`src/rtl/apb_slave_pkg.sv`:
```
// Shared types and defaults for the APB register-bank completer.
// No logic beyond a tiny decode helper; no latency or backpressure of its own.
package apb_slave_pkg;

    localparam int          APB_ADDR_W_DEF  = 16;
    localparam int          APB_DATA_W_DEF  = 32;
    localparam int          NUM_REGS_DEF    = 16;
    localparam logic [31:0] ID_VALUE_DEF    = 32'hA9B0_0001;
    localparam int          WAIT_CYCLES_DEF = 2;

    typedef logic [3:0] wait_cnt_t;

    typedef enum logic [1:0] {
        IDLE,
        SETUP,
        ACCESS
    } apb_state_t;

    function automatic logic addr_misaligned(input logic [1:0] lsb);
        return lsb != 2'b00;
    endfunction

endpackage

```
`src/rtl/apb_slave_regfile.sv`:
```
// Word register bank with read-only ID at index 0; combinational read and error decode,
// write lands on the pclk edge when we=1; never stalls.
module apb_slave_regfile
    import apb_slave_pkg::*;
#(
    parameter int          ADDR_W   = APB_ADDR_W_DEF,
    parameter int          DATA_W   = APB_DATA_W_DEF,
    parameter int          NUM_REGS = NUM_REGS_DEF,
    parameter logic [31:0] ID_VALUE = ID_VALUE_DEF
) (
    input  logic              pclk,
    input  logic              preset,
    input  logic              we,
    input  logic              wr,
    input  logic [ADDR_W-1:0] addr,
    input  logic [DATA_W-1:0] wdata,
    output logic [DATA_W-1:0] rdata,
    output logic              err
);

    localparam int IDX_W = ADDR_W - 2;

    logic [IDX_W-1:0]  idx;
    logic [31:0]       idx_ext;
    logic              out_of_range;
    logic              read_only;
    logic [DATA_W-1:0] regs [1:NUM_REGS-1];

    assign idx          = addr[ADDR_W-1:2];
    assign idx_ext      = 32'(idx);
    assign out_of_range = idx_ext >= 32'(NUM_REGS);
    assign read_only    = wr && (idx == '0);
    assign err          = addr_misaligned(addr[1:0]) | out_of_range | read_only;

    always_comb begin
        rdata = '0;
        if (idx == '0) begin
            rdata = DATA_W'(ID_VALUE);
        end
        for (int k = 1; k < NUM_REGS; k++) begin
            if (idx_ext == 32'(k)) begin
                rdata = regs[k];
            end
        end
    end

    // The caller only raises we for decoded-legal addresses, so idx is in range here.
    always_ff @(posedge pclk or posedge preset) begin
        if (preset) begin
            for (int k = 1; k < NUM_REGS; k++) begin
                regs[k] <= '0;
            end
        end else if (we) begin
            for (int k = 1; k < NUM_REGS; k++) begin
                if (idx_ext == 32'(k)) begin
                    regs[k] <= wdata;
                end
            end
        end
    end

endmodule

```
`src/rtl/apb_slave_regs.sv`:
```
// APB completer over a register bank: 1 setup + (WAIT_CYCLES+1) access cycles, pready low while waiting;
// APB_SLAVE_WAIT_STATES_EN enables the wait counter, otherwise every access completes in its first cycle.
module apb_slave_regs
    import apb_slave_pkg::*;
#(
    parameter int          APB_MAX_ADDRESS_WIDTH = APB_ADDR_W_DEF,
    parameter int          APB_MAX_DATA_WIDTH    = APB_DATA_W_DEF,
    parameter int          NUM_REGS              = NUM_REGS_DEF,
    parameter logic [31:0] ID_VALUE              = ID_VALUE_DEF,
    parameter int          WAIT_CYCLES           = WAIT_CYCLES_DEF
) (
    input  logic                             pclk,
    input  logic                             preset,
    input  logic                             psel,
    input  logic                             penable,
    input  logic                             pwrite,
    input  logic [APB_MAX_ADDRESS_WIDTH-1:0] paddr,
    input  logic [APB_MAX_DATA_WIDTH-1:0]    pwdata,
    output logic                             pready,
    output logic [APB_MAX_DATA_WIDTH-1:0]    prdata,
    output logic                             pslverr
);

    apb_state_t                    state;
    logic                          access_cyc;
    logic                          complete;
    logic                          viol;
    logic                          reg_err;
    logic                          reg_we;
    logic [APB_MAX_DATA_WIDTH-1:0] reg_rdata;

    // SETUP is the state latched by the bus setup cycle, so it also serves as the first access cycle.
    assign access_cyc = psel & penable & (state != IDLE);
    assign viol       = psel & penable & (state == IDLE);

`ifdef APB_SLAVE_WAIT_STATES_EN
    wait_cnt_t wait_cnt;

    assign complete = access_cyc & (wait_cnt == '0);

    always_ff @(posedge pclk or posedge preset) begin
        if (preset) begin
            state    <= IDLE;
            wait_cnt <= '0;
        end else begin
            case (state)
                IDLE: begin
                    if (psel & ~penable) begin
                        state    <= SETUP;
                        wait_cnt <= wait_cnt_t'(WAIT_CYCLES);
                    end
                end
                SETUP, ACCESS: begin
                    if (!psel) begin
                        state <= IDLE;
                    end else if (!penable) begin
                        state    <= SETUP;
                        wait_cnt <= wait_cnt_t'(WAIT_CYCLES);
                    end else if (wait_cnt != '0) begin
                        state    <= ACCESS;
                        wait_cnt <= wait_cnt - 1'b1;
                    end else begin
                        // A back-to-back setup is picked up from IDLE on the next cycle.
                        state <= IDLE;
                    end
                end
                default: state <= IDLE;
            endcase
        end
    end
`else
    logic unused_wait;

    assign unused_wait = ^wait_cnt_t'(WAIT_CYCLES);
    assign complete    = access_cyc;

    always_ff @(posedge pclk or posedge preset) begin
        if (preset) begin
            state <= IDLE;
        end else begin
            case (state)
                IDLE: begin
                    if (psel & ~penable) begin
                        state <= SETUP;
                    end
                end
                SETUP, ACCESS: begin
                    if (psel & ~penable) begin
                        state <= SETUP;
                    end else begin
                        state <= IDLE;
                    end
                end
                default: state <= IDLE;
            endcase
        end
    end
`endif

    assign reg_we = complete & pwrite & ~reg_err;

    apb_slave_regfile #(
        .ADDR_W   (APB_MAX_ADDRESS_WIDTH),
        .DATA_W   (APB_MAX_DATA_WIDTH),
        .NUM_REGS (NUM_REGS),
        .ID_VALUE (ID_VALUE)
    ) u_regfile (
        .pclk   (pclk),
        .preset (preset),
        .we     (reg_we),
        .wr     (pwrite),
        .addr   (paddr),
        .wdata  (pwdata),
        .rdata  (reg_rdata),
        .err    (reg_err)
    );

    // Gated by preset so a reset landing mid-access drops the response in the same cycle.
    assign pready  = ~preset & (complete | viol);
    assign pslverr = ~preset & (viol | (complete & reg_err));
    assign prdata  = (~preset & complete & ~reg_err) ? reg_rdata : '0;

endmodule

```
`config.mk`:
```
export PLATFORM = sky130hd
export DESIGN_NAME = apb_slave_regs
export DESIGN_NICKNAME = d
export VERILOG_FILES = /design/src/rtl/apb_slave_pkg.sv /design/src/rtl/apb_slave_regfile.sv /design/src/rtl/apb_slave_regs.sv
export SDC_FILE = /design/constraint.sdc
export NUM_CORES = 1
export LEC_CHECK = 0
export CAP_MARGIN = 15
export CELL_PAD_IN_SITES_DETAIL_PLACEMENT = 1
export CELL_PAD_IN_SITES_GLOBAL_PLACEMENT = 2
export CORE_UTILIZATION = 44
export CTS_BUF_LIST = sky130_fd_sc_hd__clkbuf_4
export DETAILED_ROUTE_END_ITERATION = 8
export GPL_TIMING_DRIVEN = 0
export PLACE_DENSITY = 0.89
export SYNTH_ARGS = -nofsm -noshare
export SYNTH_HDL_FRONTEND = slang
export SYNTH_SLANG_ARGS = --single-unit
```
`constraint.sdc`:
```
create_clock -name pclk -period 19.8 [get_ports pclk]
set_input_delay 3.96 -clock pclk [delete_from_list [all_inputs] [get_ports pclk]]
set_output_delay 3.96 -clock pclk [all_outputs]
set_load 0.02 [all_outputs]
```
==> results of run 1 <==
-- flip-flops by register name (all words and copies together), names as in the netlist --
name,count
u_regfile.regs,480
state,1
-- cells in the mapped netlist, types with 13 or more instances --
cell	n
a21oi_1	99
a221oi_1	18
a22oi_1	34
buf_2	48
clkbuf_1	92
dfrtp_1	481
mux2_1	58
mux2_2	432
mux2i_1	50
nand2_1	87
nand3_1	19
nor2_1	99
nor3_1	13
o21ai_0	78
o22ai_1	63
-- stage by stage --
| step | hold WS [ps] | std cells |
|---|---|---|
| after floorplan | 459 | 1811 |
| after global placement | 468 | 2569 |
| after detailed placement | 476 | 2586 |
| after CTS | 490 | 2803 |
| after global routing | 504 | 2810 |
| final | 490 | 2812 |
-- area by class of cell --
type                       instances  area, µm²  share of cell area [%]
buffer                           152        634                    2.43
clock buffer                     184       1380                    5.30
timing repair buffer             108       1240                    4.74
inverter                           3       18.8                  0.0720
multi-input combinational       1175       9620                    36.9
sequential                       481      12000                    46.2
antenna                            4       10.0                  0.0384
tap                              672        841                    3.23
clock inverter                    33        292                    1.12
-- placed cells by master, fill, tap and decap left out, types with 9 or more instances in the layout --
cell / synthesis / layout
a211oi_1: 9 / 9
a21oi_1: 99 / 99
a221oi_1: 18 / 18
a22oi_1: 34 / 34
buf_1: 11 / 11
buf_2: 48 / 48
buf_8: 0 / 9
clkbuf_1: 92 / 92
clkbuf_4: 0 / 184
clkdlybuf4s50_1: 0 / 86
clkinv_1: 0 / 18
dfrtp_1: 481 / 481
mux2_1: 58 / 58
mux2_2: 432 / 432
mux2i_1: 50 / 50
nand2_1: 87 / 87
nand3_1: 19 / 19
nor2_1: 99 / 99
nor3_1: 13 / 13
o21ai_0: 78 / 78
o22ai_1: 63 / 63
-- critical path, delay by kind of cell --
family	cells	cell delay, ps
AO/OA/AOI/OAI	2	570
AND/OR/NAND/NOR	4	2810
buffers and inverters	4	2600
-- worst paths after layout --
path,slack (ps),startpoint,to,cells after the start
max,5880,paddr[15],prdata[30],10
min,490,u_regfile.regs[79]$_DFFE_PP0P_,u_regfile.regs[79]$_DFFE_PP0P_,1
max reg2reg,17000,state[0]$_DFFE_PP0P_,u_regfile.regs[170]$_DFFE_PP0P_,6
min reg2reg,490,u_regfile.regs[79]$_DFFE_PP0P_,u_regfile.regs[79]$_DFFE_PP0P_,1
max in group asynchronous,14520,preset,u_regfile.regs[51]$_DFFE_PP0P_,4
min in group asynchronous,3540,preset,u_regfile.regs[33]$_DFFE_PP0P_,2
-- routing by layer --
metal	share of wire, %	vias up
li1	-	7205
met3	11	374
met4	7.0	4
met5	0.025	-
met1	38	9504
met2	44	1138
-- power by group --
part           total, µW  internal, µW  leakage [µW]  switching (µW)
Clock                951           493      0.000975             458
Sequential           983           983       0.00672          0.0231
Combinational        110          26.1       0.00481            83.5
Total               2040          1500        0.0125             541
-- logic make-up after synthesis --
group           Yosys count  synth area share, %
simple gates            254                 5.02
buf+inv                 155                 2.90
mux                     541                 27.1
flops                   481                 54.0
compound gates          380                 11.0
==> impl_metrics.yaml, run 1 <==
critical_path:
  endpoint_kind: "output port"
  crit_slowest_cell: "nor4_1"
  arrival_ps: 9960
  cp_max_fo: 10
  crit_type: "primary input to output port"
  max_stage_delay_ps: 1120
  cp-start-kind: "primary input"
  cp_cell_sequence: "clkdlybuf4s50_1 > nor4_1 > nand2_1 > clkbuf_1 > nor2_1 > clkbuf_1 > nand2_1 > o22ai_1 > a2111oi_0 > clkdlybuf4s50_1"
  worstPathRequired_ps: 15840
detailed_routing:
  first_iter_violations: 2107
  postRouteAntennaNets: 0
  wl_per_cell_um: 34.3
  drc: 0
  drt_wl_total_mm: 96.5
  num_vias: 18200
  vias_per_cell: 6.48
  drt_first_pass_iters: 6
sta:
  finalCritPeriodShare_pct: 70.3
  relSlewSlack_pct: 8.51
  fin_ws_ps: 5880
  setup_viol: 0
  slew_viol_final: 0
  rsz0062_at_grt: "false"
  max_slew.worst_pin.slew_ps: 1370
  worst_clock_skew_ps: 66.0
  finalCriticalPeriod_ps: 13920
  fmax_ghz: 0.0718
  fin_setup_tns_ps: 0
  finalHoldViolations: 0
final_layout:
  area_growth_pct: 16.9
  final_util_pct: 52.1
  fin_area_um2: 26100
  fillerInstances: 5277
  drive_gt1_share_pct: 33.4
  nNetsFinal: 2109
clocking:
  clkLatencyLatePin_ps: 1030
  clockBufferDepth: 3
  numCtsBuffers: 135
  htreeDepth: 4
  post-cts-setup-buffers: 0
  clock-root-buffer: "clkbuf_4"
  cts_sinks: 481
  ctsResizeCount: 0
  cts_tree: "built"
  clkTransAtPathRegs_ps: 60
  hold_buffers: 0
synth:
  synth_fp_nets: 1864
  synth_edf_count: 0
  synth_top_area_share_pct: 54.0
  synth_area_um2: 22300
  syn_avg_cell_area_um2: 12.3
  synth.ff_latch_count: 481
  synth_top_area_cell: "dfrtp_1"
  ys_top_cells_by_area: "dfrtp_1 54%, mux2_2 22%, mux2_1 2.9%"
  yosys_warnings: 0
  postSynthCellCount: 1811
  synthArstFlopShare_pct: 100
  synth_seq_area_share_pct: 54.0
  synth-main-ff-cell: "dfrtp_1"
  synth_cell_types: 63
floorplan:
  rows: 82
  initial_core_util_pct: 44.5
  die_h_um: 227
  die-area_um2: 51600
  pin_count: 87
  core_area_um2: 50100
  die_x_um: 227
global_route:
  top_usage_layer: "met2"
  grt_pass1_wl_mm: 139
  antenna_found_initial: 10
  grt_pass1_vias: 19800
  grt_max_degree: 137
  track_usage_pct: 38.7
  use_met2_pct: 56.6
  gr-total-overflow: 0
  grtUsageMet3_pct: 13.5
  grt_use_met1_pct: 47.8
worst_hold_path:
  hold_class: "flip-flop to flip-flop"
placement:
  dpl_cell_area_um2: 24300
  dpl.hpwl_mm: 64.2
  port_buffers: 86
  place.gp.congestion: 1.01
  pre_cts_slack_ps: 6420
power:
  power_uw: 2040
  p_leak_uw: 0.0125
  power_density_nw_per_um2: 78.4
  peakVddDrop_v: 0.0000436
job:
  maxCapViolations: 0
outcome:
  status: "completed"
(Power assumes the default switching activity.)
==> run 2: changes to the inputs <==
==> constraint.sdc (replaced) <==
create_clock -name pclk -period 13.5 [get_ports pclk]
set_input_delay 2.7 -clock pclk [delete_from_list [all_inputs] [get_ports pclk]]
set_output_delay 2.7 -clock pclk [all_outputs]
set_load 0.02 [all_outputs]
==> impl_metrics.yaml, run 2 (synthesis gave the netlist of run 1 again) <==
outcome:
  status: "completed"
power:
  peakVddDrop_v: 0.0000672
  internal_power_uw: 2210
  pwr-share-clk_pct: 46.5
  seqPwrFrac_pct: 48.1
  p_leak_uw: 0.0126
  power_switching_uw: 782
  power_density_nw_per_um2: 114
  p_comb_share_pct: 5.4
  power_switching_share_pct: 26.1
critical_path:
  max_stage_delay_ps: 1020
  endpoint_kind: "output port"
  cp-start-kind: "primary input"
  arrival_ps: 8580
  crit_slowest_cell: "clkbuf_1"
  r2r_start: "state[0]$_DFFE_PP0P_"
  cp_cell_sequence: "clkdlybuf4s50_1 > nor4_1 > nand2_1 > clkbuf_1 > nor2_1 > clkbuf_1 > nand2_1 > o22ai_1 > a2111oi_0 > clkdlybuf4s50_1"
  r2r-end: "u_regfile.regs[44]$_DFFE_PP0P_"
  crit_type: "primary input to output port"
  cp_top_family: "simple AND/OR/NAND/NOR gates"
  path_buf_inv: 4
  ff2ff_path_depth: 6
  cp_max_fo: 11
  regToRegSetupSlack_ps: 10530
  worstPathRequired_ps: 10800
clocking:
  hold_buffers: 0
  cts_tree: "built"
  ctsResizeCount: 0
  clock-root-buffer: "clkbuf_4"
  clkLatencyLatePin_ps: 1050
  htreeDepth: 4
  clkTransAtPathRegs_ps: 60
  post-cts-setup-buffers: 0
  clockBufferDepth: 3
  cts_sinks: 481
  numCtsBuffers: 136
detailed_routing:
  wl_per_cell_um: 33.5
  vias_per_cell: 6.47
  drt_first_pass_iters: 6
  first_iter_violations: 2139
  drc: 0
  num_vias: 18400
  drt_wl_total_mm: 95.0
  postRouteAntennaNets: 0
global_route:
  track_usage_pct: 37.9
  grt_max_degree: 44
  grt_pass1_wl_mm: 136
  gr-total-overflow: 0
  antenna_found_initial: 6
  grt_pass1_vias: 19100
floorplan:
  pin_count: 87
  initial_core_util_pct: 44.5
  die-area_um2: 51600
  core_area_um2: 50100
  rows: 82
  die_h_um: 227
  die_x_um: 227
sta:
  finalCritPeriodShare_pct: 83.6
  finalHoldViolations: 0
  worst_clock_skew_ps: 67.7
  rsz0062_at_grt: "false"
  fmax_ghz: 0.0886
  relSlewSlack_pct: 6.66
  max_slew.worst_pin.slew_ps: 1400
  slew_viol_final: 0
  finalCriticalPeriod_ps: 11280
  fin_setup_tns_ps: 0
  setup_viol: 0
worst_hold_path:
  hold_depth: 1
  hold_path_end: "u_regfile.regs[66]$_DFFE_PP0P_"
  hold_class: "flip-flop to flip-flop"
  min-delay-start: "u_regfile.regs[66]$_DFFE_PP0P_"
final_layout:
  reg.largest.list: "u_regfile.regs: 480 flops, state: 1 flops"
  seq_area_um2: 12000
  final_common_cell: "dfrtp_1"
  area_growth_pct: 17.4
  top_register: "u_regfile.regs"
  mostFrequentLayoutCells: "481 x dfrtp_1, 432 x mux2_2, 213 x clkbuf_4"
  largest_reg_flops: 480
  final_util_pct: 52.3
  fillerInstances: 5348
  drive_gt1_share_pct: 34.3
  nNetsFinal: 2114
  multi_input_area_um2: 9620
placement:
  port_buffers: 86
  dpl.hpwl_mm: 63.4
  place.gp.congestion: 1.01
job:
  maxCapViolations: 0
[run 2: cell types whose count changed in the layout (fill, tap and decap cells not counted), moves of 2 or more]
cell | before | now
buf_12 | 0 | 11
buf_8 | 9 | 7
buf_6 | 6 | 4
clkinv_1 | 18 | 15
clkbuf_4 | 184 | 213
buf_16 | 6 | 2
inv_2 | 3 | 6
diode_2 | 4 | 7
clkinv_4 | 4 | 0
bufinv_16 | 5 | 1
[run 2: worst register-to-register path, cell delays in order, from the launching register on]
cell and delay [ps]:
dfrtp_1 330, nand3_1 70, a311oi_2 390, and4_1 520, nand3_1 460, buf_1 610, mux2_2 470
[run 2: metal layers]
| layer | up-vias | part of all wire (%) | GRT usage, % |
|---|---|---|---|
| li1 | 7258 | - | - |
| met1 | 9509 | 39 | 49.1 |
| met2 | 1238 | 44 | 55.2 |
| met3 | 360 | 11 | 11.1 |
| met4 | 2 | 6.7 | 24.7 |
| met5 | - | 0.013 | 0 |
[run 2: worst max path at each step]
stage,from,to,slack (ps),cells past startpoint
global placement,preset,u_regfile.regs[184]$_DFFE_PP0P_,1370,2
finish,paddr[15],prdata[30],2220,10
global route,paddr[15],prdata[30],2340,10
floorplan,preset,state[0]$_DFFE_PP0P_,4280,1
detailed placement,paddr[15],prdata[30],2700,10
CTS,paddr[15],prdata[30],2690,10
[run 2: layout make-up]
class | instances | area share, %
antenna | 7 | 0.0669
buffer | 152 | 2.42
clock buffer | 213 | 6.11
clock inverter | 23 | 0.459
inverter | 3 | 0.0573
multi-input combinational | 1175 | 36.7
sequential | 481 | 46.0
tap | 672 | 3.21
timing repair buffer | 112 | 4.97
[run 2: metrics by stage]
stage               instance area [µm²]  hold slack [ps]  power (µW)  setup slack [ps]  instances
floorplan                         22300              459        1540              4280       1811
global placement                  24000              468        1610              1370       2569
detailed placement                24400              478        1620              2700       2594
CTS                               26100              491        3000              2690       2830
global route                      26200              499        3090              2340       2834
finish                            26200              487        2990              2220       2838
[run 2: power groups by stage]
stage          clock network [µW]  registers (µW)  logic (µW)
6_report                     1390            1440         160
5_1_grt                      1480            1440         167
4_1_cts                      1400            1440         156
3_5_place_dp                    0            1470         155
3_3_place_gp                    0            1470         140
2_1_floorplan                   0            1470        65.5
==> run 3: changes to the inputs <==
==> constraint.sdc (replaced) <==
create_clock -name pclk -period 11.6 [get_ports pclk]
set_input_delay 2.32 -clock pclk [delete_from_list [all_inputs] [get_ports pclk]]
set_output_delay 2.32 -clock pclk [all_outputs]
set_load 0.02 [all_outputs]
==> results of run 3 <==
The final DEF is identical to that of run 2. Status: completed.
Main changes from that run: setup slack after placement 2700 ps -> 1560 ps; setup slack after layout 2220 ps -> 1080 ps; register-to-register setup slack 10530 ps -> 8630 ps; total power 2990 µW -> 3490 µW; worst IR drop on VDD 0.0000672 V -> 0.0000782 V
